**config.mk**
```make
export PLATFORM = sky130hd
export DESIGN_NAME = pipe_hazard_ctrl_flat
export DESIGN_NICKNAME = d
export VERILOG_FILES = /design/src/rtl/pipe_hazard_ctrl_if.sv /design/src/rtl/pipe_hazard_ctrl.sv /design/src/flat_wrapper.sv
export SDC_FILE = /design/constraint.sdc
export NUM_CORES = 1
export LEC_CHECK = 0
export CORE_MARGIN = 3
export CORE_UTILIZATION = 30
export DETAILED_ROUTE_END_ITERATION = 6
export MAX_ROUTING_LAYER = met4
export PLACE_DENSITY = 0.86
export SLEW_MARGIN = 15
export SYNTH_ARGS = -nofsm -noshare
export SYNTH_HDL_FRONTEND = slang
export SYNTH_SLANG_ARGS = --single-unit
```
**constraint.sdc**
```tcl
create_clock -name Clk -period 2.45 [get_ports Clk]
set_clock_uncertainty 0.05 [all_clocks]
set_input_delay 0.3675 -clock Clk [delete_from_list [all_inputs] [get_ports Clk]]
set_output_delay 0.3675 -clock Clk [all_outputs]
set_load 0.005 [all_outputs]
```
**src/rtl/pipe_hazard_ctrl_if.sv**
```systemverilog
// Signal bundle between the 5-stage pipeline datapath and its hazard controller.
// master = pipeline side, slave = controller side; dbg_state is 1 while a multiply holds EX.
interface pipe_hazard_ctrl_if #(
    parameter int REG_AW = 5,
    parameter int CNT_W  = 32
);
    logic [REG_AW-1:0] rs_ID;
    logic [REG_AW-1:0] rt_ID;
    logic              UsesRt_ID;
    logic              JR_ID;
    logic [REG_AW-1:0] rs_EX;
    logic [REG_AW-1:0] rt_EX;
    logic              MemRead_EX;
    logic              RegWrite_EX;
    logic [REG_AW-1:0] WriteReg_EX;
    logic              MulStart_EX;
    logic              MemRead_MEM;
    logic              RegWrite_MEM;
    logic [REG_AW-1:0] WriteReg_MEM;
    logic              RegWrite_WB;
    logic [REG_AW-1:0] WriteReg_WB;
    logic              PCSrc_MEM;
    logic              PCWrite;
    logic              IFID_Write;
    logic              IFID_Flush;
    logic              IDEX_Write;
    logic              IDEX_Flush;
    logic              EXMEM_Flush;
    logic [1:0]        FwdA_EX;
    logic [1:0]        FwdB_EX;
    logic [1:0]        FwdJR_ID;
    logic [CNT_W-1:0]  StallCnt;
    logic [CNT_W-1:0]  FlushCnt;
    logic              dbg_state;

    modport master (
        output rs_ID, rt_ID, UsesRt_ID, JR_ID, rs_EX, rt_EX, MemRead_EX, RegWrite_EX,
               WriteReg_EX, MulStart_EX, MemRead_MEM, RegWrite_MEM, WriteReg_MEM,
               RegWrite_WB, WriteReg_WB, PCSrc_MEM,
        input  PCWrite, IFID_Write, IFID_Flush, IDEX_Write, IDEX_Flush, EXMEM_Flush,
               FwdA_EX, FwdB_EX, FwdJR_ID, StallCnt, FlushCnt, dbg_state
    );

    modport slave (
        input  rs_ID, rt_ID, UsesRt_ID, JR_ID, rs_EX, rt_EX, MemRead_EX, RegWrite_EX,
               WriteReg_EX, MulStart_EX, MemRead_MEM, RegWrite_MEM, WriteReg_MEM,
               RegWrite_WB, WriteReg_WB, PCSrc_MEM,
        output PCWrite, IFID_Write, IFID_Flush, IDEX_Write, IDEX_Flush, EXMEM_Flush,
               FwdA_EX, FwdB_EX, FwdJR_ID, StallCnt, FlushCnt, dbg_state
    );
endinterface

```
**src/rtl/pipe_hazard_ctrl.sv**
```systemverilog
// Hazard controller for the 5-stage MIPS pipeline: forwarding selects, load-use/JR stalls,
// multi-cycle multiply hold and MEM branch flush. Define HAZARD_STATS_EN for stall/flush counters.
module pipe_hazard_ctrl #(
    parameter int REG_AW  = 5,
    parameter int MUL_LAT = 4,
    parameter int CNT_W   = 32
) (
    input  logic                Clk,
    input  logic                Rst,
    pipe_hazard_ctrl_if.slave   bus
);
    localparam int CW = (MUL_LAT > 2) ? $clog2(MUL_LAT) : 1;

    typedef enum logic {ST_RUN = 1'b0, ST_MUL = 1'b1} state_t;

    state_t          r_state, w_state_nxt;
    logic [CW-1:0]   r_mul_cnt, w_mul_cnt_nxt;
    logic            w_lu_stall, w_jr_stall, w_stall;
    logic [1:0]      w_fwd_a, w_fwd_b, w_fwd_jr;

    // Register 0 is hardwired to zero, so it never produces a dependency.
    function automatic logic f_match(input logic rw, input logic [REG_AW-1:0] dst,
                                     input logic [REG_AW-1:0] src);
        return rw && (dst != '0) && (dst == src);
    endfunction

    always_comb begin
        w_fwd_a = 2'b00;
        if (f_match(bus.RegWrite_MEM, bus.WriteReg_MEM, bus.rs_EX))     w_fwd_a = 2'b10;
        else if (f_match(bus.RegWrite_WB, bus.WriteReg_WB, bus.rs_EX))  w_fwd_a = 2'b01;
        w_fwd_b = 2'b00;
        if (f_match(bus.RegWrite_MEM, bus.WriteReg_MEM, bus.rt_EX))     w_fwd_b = 2'b10;
        else if (f_match(bus.RegWrite_WB, bus.WriteReg_WB, bus.rt_EX))  w_fwd_b = 2'b01;
        w_fwd_jr = 2'b00;
        if (bus.JR_ID) begin
            if (f_match(bus.RegWrite_MEM, bus.WriteReg_MEM, bus.rs_ID) && !bus.MemRead_MEM)
                w_fwd_jr = 2'b01;
            else if (f_match(bus.RegWrite_WB, bus.WriteReg_WB, bus.rs_ID))
                w_fwd_jr = 2'b10;
        end
    end

    // A loaded value in MEM is not yet available to the ID-stage jr comparator path.
    assign w_jr_stall = bus.JR_ID &&
                        (f_match(bus.RegWrite_EX, bus.WriteReg_EX, bus.rs_ID) ||
                         (bus.MemRead_MEM && f_match(bus.RegWrite_MEM, bus.WriteReg_MEM, bus.rs_ID)));
    assign w_lu_stall = bus.MemRead_EX &&
                        (f_match(bus.RegWrite_EX, bus.WriteReg_EX, bus.rs_ID) ||
                         (bus.UsesRt_ID && f_match(bus.RegWrite_EX, bus.WriteReg_EX, bus.rt_ID)));
    assign w_stall = w_lu_stall || w_jr_stall;

    always_ff @(posedge Clk or negedge Rst) begin
        if (!Rst) begin
            r_state   <= ST_RUN;
            r_mul_cnt <= '0;
        end else begin
            r_state   <= w_state_nxt;
            r_mul_cnt <= w_mul_cnt_nxt;
        end
    end

    always_comb begin
        w_state_nxt     = r_state;
        w_mul_cnt_nxt   = r_mul_cnt;
        bus.PCWrite     = 1'b1;
        bus.IFID_Write  = 1'b1;
        bus.IDEX_Write  = 1'b1;
        bus.IFID_Flush  = 1'b0;
        bus.IDEX_Flush  = 1'b0;
        bus.EXMEM_Flush = 1'b0;
        bus.FwdA_EX     = w_fwd_a;
        bus.FwdB_EX     = w_fwd_b;
        bus.FwdJR_ID    = w_fwd_jr;
        case (r_state)
            ST_RUN: begin
                if (w_stall) begin
                    bus.PCWrite    = 1'b0;
                    bus.IFID_Write = 1'b0;
                    bus.IDEX_Flush = 1'b1;
                end
                if (bus.MulStart_EX && (MUL_LAT > 1)) begin
                    w_state_nxt   = ST_MUL;
                    w_mul_cnt_nxt = CW'(MUL_LAT - 1);
                end
            end
            ST_MUL: begin
                bus.PCWrite     = 1'b0;
                bus.IFID_Write  = 1'b0;
                bus.IDEX_Write  = 1'b0;
                bus.EXMEM_Flush = 1'b1;
                if (r_mul_cnt <= CW'(1)) begin
                    w_state_nxt   = ST_RUN;
                    w_mul_cnt_nxt = '0;
                end else begin
                    w_mul_cnt_nxt = r_mul_cnt - CW'(1);
                end
            end
            default: begin
                w_state_nxt   = ST_RUN;
                w_mul_cnt_nxt = '0;
            end
        endcase
        // A taken branch squashes everything younger, including a multiply in EX.
        if (bus.PCSrc_MEM) begin
            bus.PCWrite     = 1'b1;
            bus.IFID_Write  = 1'b1;
            bus.IDEX_Write  = 1'b1;
            bus.IFID_Flush  = 1'b1;
            bus.IDEX_Flush  = 1'b1;
            bus.EXMEM_Flush = 1'b1;
            w_state_nxt     = ST_RUN;
            w_mul_cnt_nxt   = '0;
        end
        if (!Rst) begin
            bus.PCWrite     = 1'b0;
            bus.IFID_Write  = 1'b0;
            bus.IDEX_Write  = 1'b0;
            bus.IFID_Flush  = 1'b1;
            bus.IDEX_Flush  = 1'b1;
            bus.EXMEM_Flush = 1'b1;
            bus.FwdA_EX     = 2'b00;
            bus.FwdB_EX     = 2'b00;
            bus.FwdJR_ID    = 2'b00;
        end
    end

    assign bus.dbg_state = (r_state == ST_MUL);

`ifdef HAZARD_STATS_EN
    logic [CNT_W-1:0] r_stall_cnt, r_flush_cnt;

    always_ff @(posedge Clk or negedge Rst) begin
        if (!Rst) begin
            r_stall_cnt <= '0;
            r_flush_cnt <= '0;
        end else begin
            if (!bus.PCWrite && (r_stall_cnt != '1)) r_stall_cnt <= r_stall_cnt + CNT_W'(1);
            if (bus.PCSrc_MEM && (r_flush_cnt != '1)) r_flush_cnt <= r_flush_cnt + CNT_W'(1);
        end
    end

    assign bus.StallCnt = r_stall_cnt;
    assign bus.FlushCnt = r_flush_cnt;
`else
    assign bus.StallCnt = '0;
    assign bus.FlushCnt = '0;
`endif
endmodule

```
**src/flat_wrapper.sv**
```systemverilog
// flat-port wrapper written by rule: the top's interface ports become plain ports
module pipe_hazard_ctrl_flat 
#(
    parameter int REG_AW  = 5,
    parameter int MUL_LAT = 4,
    parameter int CNT_W   = 32
)
  (Clk, Rst, bus_rs_ID, bus_rt_ID, bus_UsesRt_ID, bus_JR_ID, bus_rs_EX, bus_rt_EX, bus_MemRead_EX, bus_RegWrite_EX, bus_WriteReg_EX, bus_MulStart_EX, bus_MemRead_MEM, bus_RegWrite_MEM, bus_WriteReg_MEM, bus_RegWrite_WB, bus_WriteReg_WB, bus_PCSrc_MEM, bus_PCWrite, bus_IFID_Write, bus_IFID_Flush, bus_IDEX_Write, bus_IDEX_Flush, bus_EXMEM_Flush, bus_FwdA_EX, bus_FwdB_EX, bus_FwdJR_ID, bus_StallCnt, bus_FlushCnt, bus_dbg_state);
  pipe_hazard_ctrl_if #(.REG_AW(REG_AW), .CNT_W(CNT_W)) bus_i ();
  input  logic Clk;
  input  logic Rst;
  input wire logic [$bits(bus_i.rs_ID)-1:0] bus_rs_ID;
  input wire logic [$bits(bus_i.rt_ID)-1:0] bus_rt_ID;
  input wire logic [$bits(bus_i.UsesRt_ID)-1:0] bus_UsesRt_ID;
  input wire logic [$bits(bus_i.JR_ID)-1:0] bus_JR_ID;
  input wire logic [$bits(bus_i.rs_EX)-1:0] bus_rs_EX;
  input wire logic [$bits(bus_i.rt_EX)-1:0] bus_rt_EX;
  input wire logic [$bits(bus_i.MemRead_EX)-1:0] bus_MemRead_EX;
  input wire logic [$bits(bus_i.RegWrite_EX)-1:0] bus_RegWrite_EX;
  input wire logic [$bits(bus_i.WriteReg_EX)-1:0] bus_WriteReg_EX;
  input wire logic [$bits(bus_i.MulStart_EX)-1:0] bus_MulStart_EX;
  input wire logic [$bits(bus_i.MemRead_MEM)-1:0] bus_MemRead_MEM;
  input wire logic [$bits(bus_i.RegWrite_MEM)-1:0] bus_RegWrite_MEM;
  input wire logic [$bits(bus_i.WriteReg_MEM)-1:0] bus_WriteReg_MEM;
  input wire logic [$bits(bus_i.RegWrite_WB)-1:0] bus_RegWrite_WB;
  input wire logic [$bits(bus_i.WriteReg_WB)-1:0] bus_WriteReg_WB;
  input wire logic [$bits(bus_i.PCSrc_MEM)-1:0] bus_PCSrc_MEM;
  output wire logic [$bits(bus_i.PCWrite)-1:0] bus_PCWrite;
  output wire logic [$bits(bus_i.IFID_Write)-1:0] bus_IFID_Write;
  output wire logic [$bits(bus_i.IFID_Flush)-1:0] bus_IFID_Flush;
  output wire logic [$bits(bus_i.IDEX_Write)-1:0] bus_IDEX_Write;
  output wire logic [$bits(bus_i.IDEX_Flush)-1:0] bus_IDEX_Flush;
  output wire logic [$bits(bus_i.EXMEM_Flush)-1:0] bus_EXMEM_Flush;
  output wire logic [$bits(bus_i.FwdA_EX)-1:0] bus_FwdA_EX;
  output wire logic [$bits(bus_i.FwdB_EX)-1:0] bus_FwdB_EX;
  output wire logic [$bits(bus_i.FwdJR_ID)-1:0] bus_FwdJR_ID;
  output wire logic [$bits(bus_i.StallCnt)-1:0] bus_StallCnt;
  output wire logic [$bits(bus_i.FlushCnt)-1:0] bus_FlushCnt;
  output wire logic [$bits(bus_i.dbg_state)-1:0] bus_dbg_state;
  assign bus_i.rs_ID = bus_rs_ID;
  assign bus_i.rt_ID = bus_rt_ID;
  assign bus_i.UsesRt_ID = bus_UsesRt_ID;
  assign bus_i.JR_ID = bus_JR_ID;
  assign bus_i.rs_EX = bus_rs_EX;
  assign bus_i.rt_EX = bus_rt_EX;
  assign bus_i.MemRead_EX = bus_MemRead_EX;
  assign bus_i.RegWrite_EX = bus_RegWrite_EX;
  assign bus_i.WriteReg_EX = bus_WriteReg_EX;
  assign bus_i.MulStart_EX = bus_MulStart_EX;
  assign bus_i.MemRead_MEM = bus_MemRead_MEM;
  assign bus_i.RegWrite_MEM = bus_RegWrite_MEM;
  assign bus_i.WriteReg_MEM = bus_WriteReg_MEM;
  assign bus_i.RegWrite_WB = bus_RegWrite_WB;
  assign bus_i.WriteReg_WB = bus_WriteReg_WB;
  assign bus_i.PCSrc_MEM = bus_PCSrc_MEM;
  assign bus_PCWrite = bus_i.PCWrite;
  assign bus_IFID_Write = bus_i.IFID_Write;
  assign bus_IFID_Flush = bus_i.IFID_Flush;
  assign bus_IDEX_Write = bus_i.IDEX_Write;
  assign bus_IDEX_Flush = bus_i.IDEX_Flush;
  assign bus_EXMEM_Flush = bus_i.EXMEM_Flush;
  assign bus_FwdA_EX = bus_i.FwdA_EX;
  assign bus_FwdB_EX = bus_i.FwdB_EX;
  assign bus_FwdJR_ID = bus_i.FwdJR_ID;
  assign bus_StallCnt = bus_i.StallCnt;
  assign bus_FlushCnt = bus_i.FlushCnt;
  assign bus_dbg_state = bus_i.dbg_state;
  pipe_hazard_ctrl #(.REG_AW(REG_AW), .MUL_LAT(MUL_LAT), .CNT_W(CNT_W)) u_core (.Clk(Clk), .Rst(Rst), .bus(bus_i));
endmodule
```
==> flow_summary.ini, run 1 <==
[final_layout]
final_cells = 316
final_common_cell = conb_1
layout_common_cells = conb_1 (64), buf_4 (43), clkdlybuf4s50_1 (30), xnor2_1 (25), xor2_1 (15)
syn2layout_area_growth_pct = 61.25
layout-drive-gt1-share_pct = 23.88
layout.nets = 315
post-route-util_pct = 52.82
fillers = 383
finalInstanceArea_mm2 = 0.002036
antenna_cells = 0

[critical_path]
crit_path_start_kind = input pin
rr_endpoint = u_core.bus.dbg_state
worstSetupPathType = in -> out
crit_path_end_kind = primary output
crit_fanout = 2
arrival_ns = 2.01
reg2reg_from = u_core.bus.dbg_state
ff2ff_setup_slack_ns = 1.42
cp.required_ns = 2.03
rr_worst_depth = 3
worstSetupStartpoint = bus_rs_ID[4]

[route]
via_per_inst = 4.212
wirelength_met1_mm = 1.544
highest_layer = met4
dr.pass1.iters = 4
wl_met3_um = 267
drtAntennaViolNets = 0
drt_iter0_markers = 48
met2_length_mm = 2.245
vias = 1331
wl_mm = 4.121
drc_errors = 0
wl_per_cell_um = 13.04

[job]
cap_violations = 0

[global_route]
grt_pass1_vias = 1304
grt_use_total_pct = 15.38
grt_pass1_wl_mm = 6.065
antenna_found_initial = 0
grt_overflow_total = 0
grt_start_max_net_pins = 7

[cts]
clockBufferDepth = 2
clk_latency_ns = 0.21
cts.sinks = 3
tritoncts = yes
cts_max_level = 1
cts_buffers = 3
root_buffer = clkbuf_8
clk_pin_slew_ns = 0.03

[logic_synthesis]
synth.area.top_cells = buf_4 (39%), xnor2_1 (17%), xor2_1 (10%)
synth-main-ff-cell = dfrtp_1
async_reset_ff_share_pct = 100.0
synth_cells = 166
ys_ff_latch = 3
ys_types = 25
yosysTopAreaCellShare_pct = 38.65
yosysWarnings = 0
synth_enable_flop_cells = 0
syn_area_per_cell_um2 = 7.605
syn-cell-area_mm2 = 0.001262
synth_seq_area_share_pct = 5.946
synth_top_area_cell = buf_4

[placed_design]
place_hpwl_mm = 3.511
dp_cells = 308
placed_area_mm2 = 0.001933
dp_slack_ns = -0.5676
io_buffers = 58
gp_congestion = 0.8554

[die]
num_rows = 22
die_x_um = 70.87
pin_count = 123
die_area_mm2 = 0.005023
initial_utilization_pct = 32.76
fp.coreArea_mm2 = 0.003854
die-height_um = 70.87

[timing]
holdWs_ns = 0.4980
period_needed_ns = 2.431
tns_ns = 0
drv_slew = 0
rsz0062_at_grt = true
hold_viol = 0
period_share_pct = 99.22
finalSetupViolations = 0
fmax_mhz = 411.4
worst_slack_ns = 0.01901

[status]
outcome = completed

[power_and_ir_drop]
peakVddDrop_uv = 154.9
finalPower_uw = 497.3
p_leak_nw = 0.9775
p_per_area_mw_per_mm2 = 244.3

[hold_path]
hp-class = reg -> reg
min_from = u_core.r_mul_cnt[1]
whs_path_depth = 2
hold_path_end = u_core.r_mul_cnt[1]
## metal layers
layer	up-vias	track usage, %
li1	637	-
met1	614	17.10
met2	74	28.22
met3	6	1.563
met4	0	5.428
met5	-	-
## area by class of cell
type | instances | area, µm² | share of cell area (%)
clock buffers | 4 | 45.04 | 2.213
repair buffers | 101 | 873.3 | 42.90
well taps | 48 | 60.06 | 2.950
flip-flops and latches | 3 | 75.07 | 3.688
multi-input cells | 157 | 970.9 | 47.70
inverters | 3 | 11.26 | 0.5532
## synth_stat cells (2+ instances only)
master,n
buf_4,65
xnor2_1,25
xor2_1,15
nand2_1,6
nand3_1,6
or4_1,6
nor3_1,5
nor2_1,4
dfrtp_1,3
inv_1,3
nor4_1,3
o2111ai_1,3
o21ai_0,3
a21oi_1,2
and2_1,2
nand3b_1,2
nand4_1,2
o2111a_1,2
o211ai_1,2
o22a_1,2
## registers in the layout, summed over array words and instances (netlist names)
name	count
u_core.r_mul_cnt	2
u_core.bus.dbg_state	1
## critical path, cell delays in order
cell           delay (ns)
dlygate4sd2_1        0.26
xor2_1               0.17
or3_1                0.32
or4_4                0.50
o2111a_1             0.27
buf_2                0.13
## where the power goes
part	total [mW]	internal, mW	switching, mW
clock network	0.141	0.111	0.0305
logic	0.299	0.164	0.135
registers	0.0574	0.0538	0.00360
total	0.497	0.328	0.169
## worst max-delay path by stage
stage | depth (start not counted) | to | slack (ns)
floorplan | 5 | bus_FwdJR_ID[1] | 0.45
global placement | 6 | bus_FwdJR_ID[1] | -0.54
detailed placement | 6 | bus_FwdB_EX[0] | -0.57
CTS | 6 | bus_FwdJR_ID[1] | 0.003
global route | 6 | bus_FwdJR_ID[1] | -0.009
finish | 6 | bus_FwdJR_ID[1] | 0.02
## logic make-up after synthesis
| family | synth area share (%) |
|---|---|
| AO/OA/AOI/OAI | 9.019 |
| flip-flops | 5.946 |
| other | 0.2970 |
| buffers and inverters | 40.44 |
| XOR/XNOR | 27.75 |
| AND/OR/NAND/NOR | 16.55 |
## timing repair
action,in CTS,in global routing
pin swaps,11,10
hold buffers,0,0
setup endpoints to repair,9,6
gates resized for setup,51,12
gates cloned,0,0
setup buffers,3,1
Power figures use the tool's default switching activity.
==> run 2: changes to the inputs <==
--- a/config.mk
+++ b/config.mk
@@ -5,7 +5,6 @@
 export SDC_FILE = /design/constraint.sdc
 export NUM_CORES = 1
 export LEC_CHECK = 0
-export CORE_MARGIN = 3
 export CORE_UTILIZATION = 30
 export DETAILED_ROUTE_END_ITERATION = 6
 export MAX_ROUTING_LAYER = met4
==> flow_summary.ini, run 2 (same netlist as run 1, synthesis figures left out) <==
[status]
outcome = completed

[power_and_ir_drop]
p_comb_share_pct = 58.4
p_sw_share_pct = 34.55
pwr-share-seq_pct = 11.5
power.switching_uw = 171.6
finalPower_uw = 496.6
clkPwrFrac_pct = 30.0
p_per_area_mw_per_mm2 = 247.3
peakVddDrop_uv = 143.3
p_int_uw = 325.0
p_leak_nw = 0.9440

[critical_path]
cp.required_ns = 2.03
ff2ff_setup_slack_ns = 1.49
crit_fanout = 3
crit_path_end_kind = primary output
crit_path_start_kind = input pin
arrival_ns = 2.00
worstSetupPathType = in -> out

[placed_design]
gp_congestion = 0.9180
io_buffers = 58
place_hpwl_mm = 3.156
dp_cells = 307
placed_area_mm2 = 0.001913

[hold_path]
hp-class = reg -> reg

[global_route]
grt_overflow_total = 0
grt_start_max_net_pins = 7
grt_use_total_pct = 17.32
grt_pass1_wl_mm = 5.651
grt_pass1_vias = 1307
antenna_found_initial = 0

[final_layout]
finalInstanceArea_mm2 = 0.002008
final_cells = 313
antenna_cells = 0
layout.nets = 310
layout_common_cells = conb_1 (64), buf_4 (38), clkdlybuf4s50_1 (31), xnor2_1 (24)
final_common_cell = conb_1
fillers = 399
layout-drive-gt1-share_pct = 21.67
top_register = u_core.r_mul_cnt
syn2layout_area_growth_pct = 59.07
largest_register_ffs = 2

[cts]
cts.sinks = 3
clk_pin_slew_ns = 0.04
tritoncts = yes
cts_max_level = 1
cts_buffers = 3
clk_latency_ns = 0.22
root_buffer = clkbuf_8
clockBufferDepth = 2

[die]
fp.coreArea_mm2 = 0.004029
die_area_mm2 = 0.004472
die-height_um = 66.87
die_x_um = 66.87
num_rows = 23
initial_utilization_pct = 31.34
pin_count = 123

[timing]
tns_ns = 0
hold_viol = 0
finalSetupViolations = 0
period_needed_ns = 2.413
drv_slew = 0
fmax_mhz = 414.5
period_share_pct = 98.47

[job]
cap_violations = 0

[route]
drt_iter0_markers = 32
drc_errors = 0
wl_mm = 3.718
dr.pass1.iters = 7
drtAntennaViolNets = 0
via_per_inst = 4.179
wl_per_cell_um = 11.88
vias = 1308
## run 2: cell count changes in the layout (fill, tap and decap cells not counted), sizes merged
cell	change
clkdlybuf4s15	+1
clkdlybuf4s50	+1
buf	-6
dlymetal6s2s	-3
dlygate4sd2	+3
clkbuf	-1
## run 2: critical path, stage by stage
cell and delay (ns):
dlygate4sd2_1 0.27, or4_4 0.57, o21ai_4 0.21, nor4_2 0.09
nor3_2 0.24, clkdlybuf4s15_1 0.24
## run 2: final timing paths
| path | start | end | cells after the start |
|---|---|---|---|
| worst max-delay path | bus_WriteReg_MEM[0] | bus_FwdB_EX[0] | 6 |
| worst max register to register | u_core.bus.dbg_state | u_core.r_mul_cnt[1] | 3 |
| worst min register to register | u_core.r_mul_cnt[1] | u_core.bus.dbg_state | 2 |
| worst min-delay path | u_core.r_mul_cnt[1] | u_core.bus.dbg_state | 2 |
| min in group asynchronous | Rst | u_core.r_mul_cnt[1] | 2 |
| max in group asynchronous | Rst | u_core.r_mul_cnt[0] | 2 |
## run 2: layout make-up
cell class | instances | area (µm²) | area share [%]
multi-input cells | 157 | 980.9 | 48.85
repair buffers | 96 | 833.3 | 41.50
flip-flops and latches | 3 | 75.07 | 3.738
well taps | 50 | 62.56 | 3.115
clock buffers | 4 | 45.04 | 2.243
inverters | 3 | 11.26 | 0.5607
## run 2: metal layers
metal / track usage (%) / up-vias / part of all wire, % / wire length [µm]
li1: - / 627 / - / -
met4: 7.447 / 0 / 2.1 / 78
met2: 33.33 / 69 / 56 / 2068
met5: - / - / 0 / 0
met3: 2.055 / 9 / 5.0 / 186
met1: 17.28 / 603 / 37 / 1384
## run 2: per-stage QoR
step           setup slack (ns)  util [%]  hold slack [ns]
6_report                0.03744     49.84           0.5154
5_1_grt               -0.001778     49.84           0.5415
4_1_cts                0.005449     49.41           0.5087
3_5_place_dp            -0.6609     47.48           0.4921
3_3_place_gp            -0.4991     47.48           0.4778
2_1_floorplan            0.4535         -          0.02191
## run 2: power by group through the flow
stage / logic, mW / clock network [mW] / registers [mW]
after floorplan: 0.182 / 0 / 0.0568
after global placement: 0.277 / 0 / 0.0571
after detailed placement: 0.285 / 0 / 0.0576
after CTS: 0.285 / 0.152 / 0.0571
after global routing: 0.318 / 0.160 / 0.0580
final: 0.290 / 0.149 / 0.0573
## run 2: what timing repair did
action                     CTS  global route
setup endpoints to repair    9             5
hold buffers                 0             0
setup buffers                2             0
pin swaps                   13             6
gates resized for setup     48            10
